### src/rtl/booth_multiplier.sv
// -----------------------------------------------------------------------------
// booth_multiplier
//
// Sequential radix-2 Booth multiplier. Multiplies two WIDTH-bit operands into a
// 2*WIDTH-bit product, one Booth step per clock, using a WIDTH+1 bit internal
// datapath so that both unsigned and two's complement operands give an exact
// product. Uses the same start/busy/done handshake as the sequential divider.
//
// Ports:
//   clk          clock, all state updates on the rising edge
//   rst          asynchronous, active-low reset
//   start        request a multiply; sampled only when busy=0
//   signed_mode  1 = two's complement operands, 0 = unsigned; sampled with start
//   a            multiplicand; sampled with start
//   b            multiplier; sampled with start
//   busy         high while an operation is in progress
//   done         one-cycle pulse when p is updated
//   p            product; holds until the next completion
// -----------------------------------------------------------------------------
module booth_multiplier #(
    parameter int unsigned WIDTH = 16
) (
    input  logic                 clk,
    input  logic                 rst,
    input  logic                 start,
    input  logic                 signed_mode,
    input  logic [WIDTH-1:0]     a,
    input  logic [WIDTH-1:0]     b,
    output logic                 busy,
    output logic                 done,
    output logic [2*WIDTH-1:0]   p
);

    // One extra bit so the unsigned extremes survive the signed Booth recoding.
    localparam int unsigned E  = WIDTH + 1;
    localparam int unsigned CW = $clog2(E + 1);
    localparam logic [CW-1:0] LAST_COUNT = CW'(E);

    typedef enum logic [1:0] {
        S_IDLE,
        S_RUN,
        S_DONE
    } state_t;

    state_t               state, state_n;
    logic [E-1:0]         acc,   acc_n;
    logic [E-1:0]         q,     q_n;
    logic                 q1,    q1_n;
    logic [E-1:0]         m,     m_n;
    logic [CW-1:0]        count, count_n;
    logic [2*WIDTH-1:0]   p_reg, p_n;

    logic [E-1:0]         addsub;
    logic [E-1:0]         a_ext;
    logic [E-1:0]         b_ext;

    // -------------------------------------------------------------------------
    // State and datapath registers
    // -------------------------------------------------------------------------
    always_ff @(posedge clk or negedge rst) begin
        if (!rst) begin
            state <= S_IDLE;
            acc   <= '0;
            q     <= '0;
            q1    <= 1'b0;
            m     <= '0;
            count <= '0;
            p_reg <= '0;
        end else begin
            state <= state_n;
            acc   <= acc_n;
            q     <= q_n;
            q1    <= q1_n;
            m     <= m_n;
            count <= count_n;
            p_reg <= p_n;
        end
    end

    // -------------------------------------------------------------------------
    // Operand extension to the internal width
    // -------------------------------------------------------------------------
    always_comb begin
        a_ext = signed_mode ? {a[WIDTH-1], a} : {1'b0, a};
        b_ext = signed_mode ? {b[WIDTH-1], b} : {1'b0, b};
    end

    // -------------------------------------------------------------------------
    // Booth recoding of the current multiplier bit pair
    // -------------------------------------------------------------------------
    always_comb begin
        addsub = acc;
        unique case ({q[0], q1})
            2'b01:   addsub = acc + m;
            2'b10:   addsub = acc - m;
            default: addsub = acc;
        endcase
    end

    // -------------------------------------------------------------------------
    // Next-state and next-datapath logic
    // -------------------------------------------------------------------------
    always_comb begin
        state_n = state;
        acc_n   = acc;
        q_n     = q;
        q1_n    = q1;
        m_n     = m;
        count_n = count;
        p_n     = p_reg;

        unique case (state)
            S_IDLE, S_DONE: begin
                if (start) begin
                    m_n     = a_ext;
                    q_n     = b_ext;
                    acc_n   = '0;
                    q1_n    = 1'b0;
                    count_n = '0;
                    state_n = S_RUN;
                end else begin
                    state_n = S_IDLE;
                end
            end

            S_RUN: begin
                // Arithmetic shift right of {A,Q,Q_1}, applied to the
                // post-add accumulator so add and shift share one cycle.
                acc_n   = {addsub[E-1], addsub[E-1:1]};
                q_n     = {addsub[0], q[E-1:1]};
                q1_n    = q[0];
                count_n = count + CW'(1);
                if (count_n == LAST_COUNT) begin
                    // Low 2*WIDTH bits of {A,Q}: all of Q plus the low
                    // WIDTH-1 bits of A.
                    p_n     = {acc_n[WIDTH-2:0], q_n};
                    state_n = S_DONE;
                end
            end

            default: begin
                state_n = S_IDLE;
            end
        endcase
    end

    // -------------------------------------------------------------------------
    // Outputs
    // -------------------------------------------------------------------------
    always_comb begin
        busy = (state == S_RUN);
        done = (state == S_DONE);
        p    = p_reg;
    end

endmodule

### config.mk
export PLATFORM = sky130hd
export DESIGN_NAME = booth_multiplier
export DESIGN_NICKNAME = d
export VERILOG_FILES = /design/src/rtl/booth_multiplier.sv
export SDC_FILE = /design/constraint.sdc
export NUM_CORES = 1
export LEC_CHECK = 0
export CAP_MARGIN = 20
export CORE_MARGIN = 5
export CORE_UTILIZATION = 55
export CTS_CLUSTER_DIAMETER = 40
export CTS_CLUSTER_SIZE = 8
export DETAILED_ROUTE_END_ITERATION = 12
export GPL_TIMING_DRIVEN = 1
export PLACE_DENSITY = 0.85
export SYNTH_ARGS = -nofsm -noshare
export SYNTH_HDL_FRONTEND = slang
export SYNTH_SLANG_ARGS = --single-unit
export TNS_END_PERCENT = 20
### constraint.sdc
create_clock -name clk -period 3.52 [get_ports clk]
set_clock_uncertainty 0.05 [all_clocks]
set_input_delay 0.352 -clock clk [delete_from_list [all_inputs] [get_ports clk]]
set_output_delay 0.352 -clock clk [all_outputs]
set_load 0.05 [all_outputs]
==> impl_metrics.toml <==
[final_layout]
design_area_mm2 = 0.00582
antenna_cells = 0
syn2layout_area_growth_pct = 20.8
nNetsFinal = 634
drive_above_1_share_pct = 8.59
fillers = 679
largest_reg_flops = 32
register_area_mm2 = 0.00225
multi_input_area_mm2 = 0.00242

[timing]
period_share_pct = 93.0
tightest_slew_ns = 0.871
maxSlewHeadroom_pct = 41.9
max_freq_mhz = 305
timing.final.ws_setup_ns = 0.245
setup_viol = 0
hold_ws_ns = 0.0382
fin_crit_ns = 3.27
hold_viol_final = 0
finalSetupTns_ns = 0
slew_violations = 0
rsz0062_at_grt = "no"

[detailed_routing]
firstDrtPassIters = 5
drtIter0Drc = 230
drc = 0
postRouteAntennaNets = 0
post_drt_wl_per_cell_um = 16.6
route.vias.total = 3994
wl_mm = 11.5
via_per_inst = 5.79

[yosys]
syn_nets = 569
ys_top_cells_by_count = "99 x nand2_1, 90 x dfrtp_1, 47 x nor2_1"
yosysTopAreaCell = "dfrtp_1"
synthTopCellsByArea = "dfrtp_1 47%, nand2_1 7.7%, ha_1 5.2%"
syn-cell-area_mm2 = 0.00482
syn_inst = 512
synth_top_area_share_pct = 46.7
ys_types = 55
ys_async_sr_fraction_pct = 100
yosysMostFrequentCell = "nand2_1"
synth_edf_count = 0
synthFlopType = "dfrtp_1"
yosys_warnings = 0
ys_seq_area_share_pct = 46.7
synth.avg_cell_area_um2 = 9.41
ys_ff_latch = 90

[die]
io_pins = 70
die_x_um = 104
die_y_um = 104
start_util_pct = 55.8
dieArea_mm2 = 0.0107
design.core.area_mm2 = 0.00864
num_rows = 34

[clocking]
path_clk_slew_ns = 0.10
cts_setup_buffers = 0
ctsResizeCount = 0
postCtsHoldBufs = 0
htree_levels = 3
clockBufferDepth = 2
cts_tree = "yes"
clock_sinks = 90
cts_made_buffers = 9
clk_latency_ns = 0.37
clockRootBuffer = "clkbuf_8"

[global_routing]
antenna_found_initial = 0
grt_first_pass_wirelength_mm = 19.7
use_met2_pct = 36.8
grt_util_all_layers_pct = 22.0
busiest_layer = "met2"
overflow = 0
use_met3_pct = 3.36
grt_pass1_vias = 4098
grt_start_max_net_pins = 70
use_met1_pct = 28.9

[job]
maxCapViolations = 0

[critical_path]
crit_fanout = 8
critical_path_class = "reg2reg"
required_ns = 3.75
endpoint_kind = "flop"
critPathLaunchType = "flop"
cp.arrival_ns = 3.50

[placed_design]
hpwl_mm = 8.04
numPortBuffers = 69
gp_congestion = 0.972
place_area_mm2 = 0.00561
pre_cts_ws_ns = 0.307

[outcome]
status = "completed"

[min_path]
hold_path.class = "in2async"
==> worst max-delay path, cell delays in order, from the launching register on <==
cell and delay (ns):
dfrtp_1 0.45, or4_4 0.57, nor3_1 0.16, o21ai_1 0.14, nor2_1 0.19, xor2_1 0.22, ha_1 0.36, a21o_1 0.23
a211o_1 0.33, o22ai_1 0.10, o21bai_2 0.13, xnor2_1 0.09, o31ai_2 0.17
==> cell type report <==
type | count | share of cell area (%)
multi-input cells | 384 | 41.5
flip-flops and latches | 90 | 38.7
repair buffers | 78 | 13.0
well taps | 108 | 2.32
clock buffers | 9 | 2.13
clock inverters | 7 | 1.44
inverters | 14 | 0.903
==> final timing paths <==
path                       startpoint       to  slack (ns)  depth (start not counted)
hold / removal                    rst     p[9]        0.04                          1
hold reg to reg                 p[17]    p[17]        0.44                          1
setup reg to reg                 m[7]  acc[15]        0.25                         12
max in group asynchronous         rst  acc[10]        2.53                          2
min in group clk                p[17]    p[17]        0.44                          1
setup / recovery                 m[7]  acc[15]        0.25                         12
==> per-stage QoR <==
step | instances | util [%]
detailed placement | 673 | 64.9
global route | 690 | 67.4
global placement | 673 | 64.9
floorplan | 512 | -
CTS | 689 | 67.3
finish | 690 | 67.4
==> routing by layer <==
metal | vias up | part of all wire [%]
met1 | 1967 | 44
met3 | 22 | 3.7
met2 | 104 | 50
met4 | 0 | 1.8
met5 | - | 0
li1 | 1901 | -
==> placed cells by master (no fill, tap or decap), types with 9 or more instances in the layout <==
cell and instances:
nand2_1 99, buf_4 10, ha_1 20, dfrtp_1 90, a31oi_1 19, inv_1 13
o21ai_0 25, xnor2_1 18, mux2_2 9, nand3_1 14, xor2_1 12, clkbuf_8 9
a21oi_1 26, mux2_1 14, nor2_1 47, clkdlybuf4s50_1 68
==> cell families after synthesis <==
group / Yosys count / synth area share (%)
AOI/OAI and AO/OA: 114 / 15.2
xor gates and xnor gates: 31 / 5.79
adders and majority gates: 21 / 5.61
buffers and inverters: 38 / 3.22
DFF: 90 / 46.7
muxes: 28 / 6.41
and+or+nand+nor: 190 / 17.1
Power is not shown: default switching activity piles up to over one toggle a cycle in this logic, so the estimate is an artifact.
